--- src/rtl/ads_pkg.sv ---
// Shared constants and helpers for the multi-channel divider bank.
// Flattened per-channel buses are carried at a fixed maximum width so a single slicing helper serves every channel count.
package ads_pkg;

   localparam int CNT_W     = 8;
   localparam int MAX_BUS_W = 256;

   localparam logic MODE_TOGGLE = 1'b0;
   localparam logic MODE_STROBE = 1'b1;

   typedef logic [MAX_BUS_W-1:0] bus_t;

   // Extract field c of width w from a flattened bus; result is right-aligned and zero-filled.
   function automatic bus_t ch_slice(input bus_t bus, input int c, input int w);
      bus_t mask;
      mask = (bus_t'(1) << w) - bus_t'(1);
      return (bus >> (c * w)) & mask;
   endfunction

endpackage

--- src/rtl/ads_div_ch.sv ---
// One divider channel: terminal counter, pending divisor/mode shadow, and toggle/strobe output.
// Updates land only on a terminal edge or on sync, so a period is never cut short or stretched.
module ads_div_ch #(
   parameter int CNT_W = 8
) (
   input  logic             clk,
   input  logic             rst,
   input  logic             en,
   input  logic [CNT_W-1:0] div_k,
   input  logic             mode,
   input  logic             load,
   input  logic             sync,
   input  logic [CNT_W-1:0] ph_off,
   output logic             dclk,
   output logic             tick,
   output logic             upd_pend
);
   import ads_pkg::*;

   logic [CNT_W-1:0] cnt, k_act, k_pend, k_new;
   logic             mode_act, mode_pend, mode_new, pend;
   logic [CNT_W:0]   cnt_inc;
   logic             terminal;

   // NOTE: every always_comb output gets a value on every path, so no latch is inferred.
   always_comb begin
      cnt_inc  = {1'b0, cnt} + (CNT_W+1)'(1);
      terminal = en && (cnt_inc >= {1'b0, k_act});
      k_new    = k_act;
      mode_new = mode_act;
      // A load on the commit edge supersedes anything already pending.
      if (load) begin
         k_new    = div_k;
         mode_new = mode;
      end else if (pend) begin
         k_new    = k_pend;
         mode_new = mode_pend;
      end
   end

   // NOTE: sequential state uses non-blocking assignments so all registers update from pre-edge values.
   always_ff @(posedge clk) begin
      if (rst) begin
         cnt       <= '0;
         dclk      <= 1'b0;
         tick      <= 1'b0;
         pend      <= 1'b0;
         k_act     <= div_k;
         mode_act  <= mode;
         k_pend    <= div_k;
         mode_pend <= mode;
      end else if (sync) begin
         cnt      <= ph_off;
         dclk     <= 1'b0;
         tick     <= 1'b0;
         k_act    <= k_new;
         mode_act <= mode_new;
         pend     <= 1'b0;
      end else if (terminal) begin
         cnt      <= '0;
         tick     <= 1'b1;
         k_act    <= k_new;
         mode_act <= mode_new;
         pend     <= 1'b0;
         // Switching from toggle into strobe parks dclk low; strobes start at the following terminal.
         if (mode_act == MODE_STROBE)
            dclk <= 1'b1;
         else if (mode_new == MODE_STROBE)
            dclk <= 1'b0;
         else
            dclk <= ~dclk;
      end else begin
         if (en)
            cnt <= cnt_inc[CNT_W-1:0];
         tick <= 1'b0;
         if (mode_act == MODE_STROBE)
            dclk <= 1'b0;
         if (load) begin
            k_pend    <= div_k;
            mode_pend <= mode;
            pend      <= 1'b1;
         end
      end
   end

   assign upd_pend = pend;

endmodule

--- src/rtl/ads_divider_bank.sv ---
// Bank of N_CH independent programmable dividers sharing reset and a phase-alignment sync.
// Each channel drives one sampling phase of the downstream datapath.
module ads_divider_bank #(
   parameter int N_CH  = 3,
   parameter int CNT_W = ads_pkg::CNT_W
) (
   input  logic                  clk,
   input  logic                  rst,
   input  logic [N_CH-1:0]       en,
   input  logic [N_CH*CNT_W-1:0] div_k,
   input  logic [N_CH-1:0]       mode,
   input  logic [N_CH-1:0]       load,
   input  logic                  sync,
   input  logic [N_CH*CNT_W-1:0] ph_off,
   output logic [N_CH-1:0]       dclk,
   output logic [N_CH-1:0]       tick,
   output logic [N_CH-1:0]       upd_pend
);
   import ads_pkg::*;

   bus_t div_k_ext, ph_off_ext;

   always_comb begin
      div_k_ext                    = '0;
      ph_off_ext                   = '0;
      div_k_ext[N_CH*CNT_W-1:0]    = div_k;
      ph_off_ext[N_CH*CNT_W-1:0]   = ph_off;
   end

   for (genvar c = 0; c < N_CH; c++) begin : g_ch
      logic [CNT_W-1:0] ch_div_k, ch_ph_off;

      assign ch_div_k  = CNT_W'(ch_slice(div_k_ext, c, CNT_W));
      assign ch_ph_off = CNT_W'(ch_slice(ph_off_ext, c, CNT_W));

      ads_div_ch #(.CNT_W(CNT_W)) u_ch (
         .clk      (clk),
         .rst      (rst),
         .en       (en[c]),
         .div_k    (ch_div_k),
         .mode     (mode[c]),
         .load     (load[c]),
         .sync     (sync),
         .ph_off   (ch_ph_off),
         .dclk     (dclk[c]),
         .tick     (tick[c]),
         .upd_pend (upd_pend[c])
      );
   end

endmodule

--- config.mk ---
export PLATFORM = sky130hd
export DESIGN_NAME = ads_divider_bank
export DESIGN_NICKNAME = d
export VERILOG_FILES = /design/src/rtl/ads_pkg.sv /design/src/rtl/ads_div_ch.sv /design/src/rtl/ads_divider_bank.sv
export SDC_FILE = /design/constraint.sdc
export NUM_CORES = 1
export LEC_CHECK = 0
export ABC_AREA = 1
export BUFFER_PORTS_ARGS = -buffer_cell sky130_fd_sc_hd__clkbuf_2
export CAP_MARGIN = 10
export CORE_MARGIN = 2
export CORE_UTILIZATION = 57
export DETAILED_ROUTE_END_ITERATION = 8
export GPL_TIMING_DRIVEN = 0
export PLACE_DENSITY = 0.84
export SYNTH_ARGS = -nofsm -noshare
export SYNTH_HDL_FRONTEND = slang
export SYNTH_SLANG_ARGS = --single-unit
--- constraint.sdc ---
create_clock -name clk -period 3 [get_ports clk]
set_input_delay 0.15 -clock clk [delete_from_list [all_inputs] [get_ports clk]]
set_output_delay 0.15 -clock clk [all_outputs]
set_load 0.03 [all_outputs]
==> impl_metrics.yaml <==
timing:
  drv_slew: 0
  skew_ns: 0.00927
  worst_pin_slew_ns: 0.605
  fmax_mhz: 364
  final.setup.tns_ns: 0
  setup_violations: 0
  fin_crit_ns: 2.75
  slew_headroom: 0.595
  fin_crit_sh: 0.916
  rsz0062_at_grt: "no"
  final_hold_viol_count: 0
grt:
  first_global_vias: 3781
  grtUsageTotal: 0.244
  gr-total-overflow: 0
  grt_max_degree: 14
  grt_pass1_wl_mm: 16.8
  antenna_found_initial: 0
power:
  peakVddDrop_mv: 0.344
  clkPwrFrac: 0.294
  p_comb_frac: 0.168
  p_int_w: 0.00194
  seqPwrFrac: 0.538
  p_per_area_nw_per_um2: 473
  p_sw_w: 0.000703
  switching_share: 0.267
  cellLeakagePower_nw: 2.70
synth:
  syn_avg_cell_area_um2: 8.52
  synth_edf_count: 54
  synthFlopType: "edfxtp_1"
  synth_fp_nets: 633
  syn_inst: 546
  yosysUniqueCellTypes: 32
  netlist_area_um2: 4650
  yosysSeqAreaShare: 0.491
  yosysWarnings: 0
  async_reset_ff_frac: 0
  synth_seq_cells: 87
finish:
  fin_nets: 740
  layout-drive-gt1-share: 0.193
  mostFrequentLayoutCell: "nand2_1"
  antennaDiodeCount: 0
  layout_common_cells: "169 x nand2_1, 78 x inv_1, 68 x clkbuf_2"
  syn2layout_area_growth_pct: 20.0
  instances_no_fill: 760
placement:
  place_hpwl_mm: 7.55
  dpl.cell_count: 716
  globalplace.congestion: 0.874
  port_buffers: 68
routing:
  first_pass_iters: 4
  drc: 0
  drt_iter0_markers: 160
  final_antenna_net_count: 0
  wirelength_mm: 10.1
  avgViaCountPerCell: 5.21
  vias: 3957
  wl_per_cell_um: 13.3
setup_path:
  cp_max_fo: 10
  cpMaxStageDelayCell: "dfxtp_1"
  crit_buf_inv: 2
  crit_arrival_ns: 2.80
  path_common_cell: "nand2_1"
  r2r_end: "g_ch[1].u_ch.k_pend[2]"
  max_stage_delay_ns: 0.43
  crit_chain: "ha_1 -> nand3_2 -> xnor2_1 -> ha_1 -> nand2_1 -> inv_1 -> nand2_1 -> nand3_1 -> nand2_1 -> nand2_1 -> nand2_1 -> nand2_1 -> nand2_1 -> buf_4 -> nand3_1 -> nand2_2"
  required_ns: 3.05
  cp-start-kind: "register"
  path_class: "reg -> reg"
  reg2reg_depth: 16
  setup.worst_path.end_class: "register"
  crit_family: "simple AND/OR/NAND/NOR gates"
  r2r_start: "g_ch[1].u_ch.cnt[0]"
  rrSetupSlack_ns: 0.25
worst_hold_path:
  min_from: "mode[0]"
  hold_class: "in -> reg"
  hold_path_end: "g_ch[0].u_ch.mode_pend"
  worstHoldPathCells: 1
flow_run:
  cap_violations: 0
cts:
  cts_root_buffer: "clkbuf_8"
  cts_buffer_depth: 2
  cts_tree: "yes"
  path_clk_slew_ns: 0.08
  insertion_delay_ns: 0.36
  cts_sinks: 87
  cts-buffers-inserted: 9
  htree_levels: 3
die:
  die_h_um: 94.3
  rows: 32
  core_um2: 7810
  initial_utilization: 0.596
  dieArea_um2: 8900
  die_x_um: 94.3
  ios: 69
status:
  status: "complete, no violations"
==> metrics by stage <==
stage	hold slack, ns	area [um2]	util	power, W	setup slack (ns)
final	0.0178	5580	0.715	0.00264	0.251
after global routing	0.00391	5580	0.715	0.00277	0.0181
after CTS	0.00356	5560	0.712	0.00265	0.127
after detailed placement	0.345	5120	0.655	0.00186	0.146
after global placement	0.344	5120	0.655	0.00183	0.237
after floorplan	0.249	4650	-	0.00172	0.544
==> flip-flops by register name (all words and copies together), names as in the netlist <==
| signal | count |
|---|---|
| g_ch.u_ch.mode_act | 3 |
| g_ch.u_ch.upd_pend | 3 |
| g_ch.u_ch.k_pend | 24 |
| g_ch.u_ch.tick | 3 |
| g_ch.u_ch.k_act | 24 |
| g_ch.u_ch.dclk | 3 |
| g_ch.u_ch.mode_pend | 3 |
| g_ch.u_ch.cnt | 24 |
==> power by group through the flow <==
stage | combinational, W | clock, W | sequential (W)
CTS | 0.000438 | 0.000788 | 0.00142
global route | 0.000505 | 0.000834 | 0.00143
floorplan | 0.000282 | 0 | 0.00143
finish | 0.000444 | 0.000775 | 0.00142
detailed placement | 0.000408 | 0 | 0.00145
global placement | 0.000384 | 0 | 0.00144
==> worst max-delay path by stage <==
| stage | start | endpoint | slack, ns | cells after the start |
|---|---|---|---|---|
| finish | g_ch[1].u_ch.cnt[0] | g_ch[1].u_ch.k_pend[2] | 0.25 | 16 |
| global route | g_ch[0].u_ch.cnt[0] | g_ch[0].u_ch.k_pend[0] | 0.02 | 16 |
| CTS | g_ch[1].u_ch.cnt[0] | g_ch[1].u_ch.k_pend[5] | 0.13 | 16 |
| detailed placement | g_ch[2].u_ch.cnt[0] | g_ch[2].u_ch.k_pend[3] | 0.15 | 16 |
| global placement | g_ch[1].u_ch.cnt[0] | g_ch[1].u_ch.k_pend[5] | 0.24 | 16 |
| floorplan | g_ch[2].u_ch.cnt[0] | g_ch[2].u_ch.k_act[0] | 0.54 | 15 |
==> kinds of logic (layout without fill, tap and decap cells) <==
| kind of cell | Yosys count | after routing | share of synthesized area |
|---|---|---|---|
| adder cells (fa/ha/maj) | 27 | 27 | 0.0727 |
| AND/OR/NAND/NOR | 247 | 247 | 0.221 |
| XOR/XNOR | 12 | 12 | 0.0242 |
| buffers and inverters | 99 | 211 | 0.0918 |
| AO/OA/AOI/OAI | 74 | 74 | 0.0993 |
| flip-flops | 87 | 87 | 0.491 |
==> metal layers <==
metal | up-vias | global-route usage | share of wire
li1 | 1978 | - | -
met1 | 1826 | 0.305 | 0.41
met2 | 136 | 0.426 | 0.51
met3 | 17 | 0.0441 | 0.063
met4 | 0 | 0.0833 | 0.014
met5 | - | 0 | 0
==> Yosys cell counts (2+ instances only) <==
library cell  number  area (um2)
nand2_1          172         646
nor2_2             8        50.1
xnor2_1            3        26.3
xor2_1             8        70.1
edfxtp_1          54        1620
a21oi_2            2        17.5
a22oi_2            2        25.0
nand2_2            5        31.3
ha_1              27         338
nand3_2            4        40.0
a31oi_1            3        18.8
inv_1             78         293
nand3_1           10        50.1
a21oi_1           28         140
a22oi_1           24         180
buf_2              2        10.0
nand4_1            2        12.5
o21ai_0           13        65.1
nor2_4             3        33.8
buf_4             11        82.6
clkbuf_1           4        15.0
nor2_1            41         154
dfxtp_1           33         661
==> final cells by class <==
type / count / area [um2]
sequential: 87 / 2280
buffer: 19 / 126
clock inverter: 5 / 48.8
tap: 102 / 128
multi-input combinational: 360 / 1950
fill: 615 / 2230
clock buffer: 11 / 131
inverter: 80 / 300
timing repair buffer: 96 / 616
==> what timing repair did <==
item,CTS,global route
hold endpoints to repair,26,0
resized for setup,0,3
setup endpoints to repair,0,43
setup buffers,0,2
hold buffers,26,0
No activity file was read; power rests on OpenSTA's default activity.
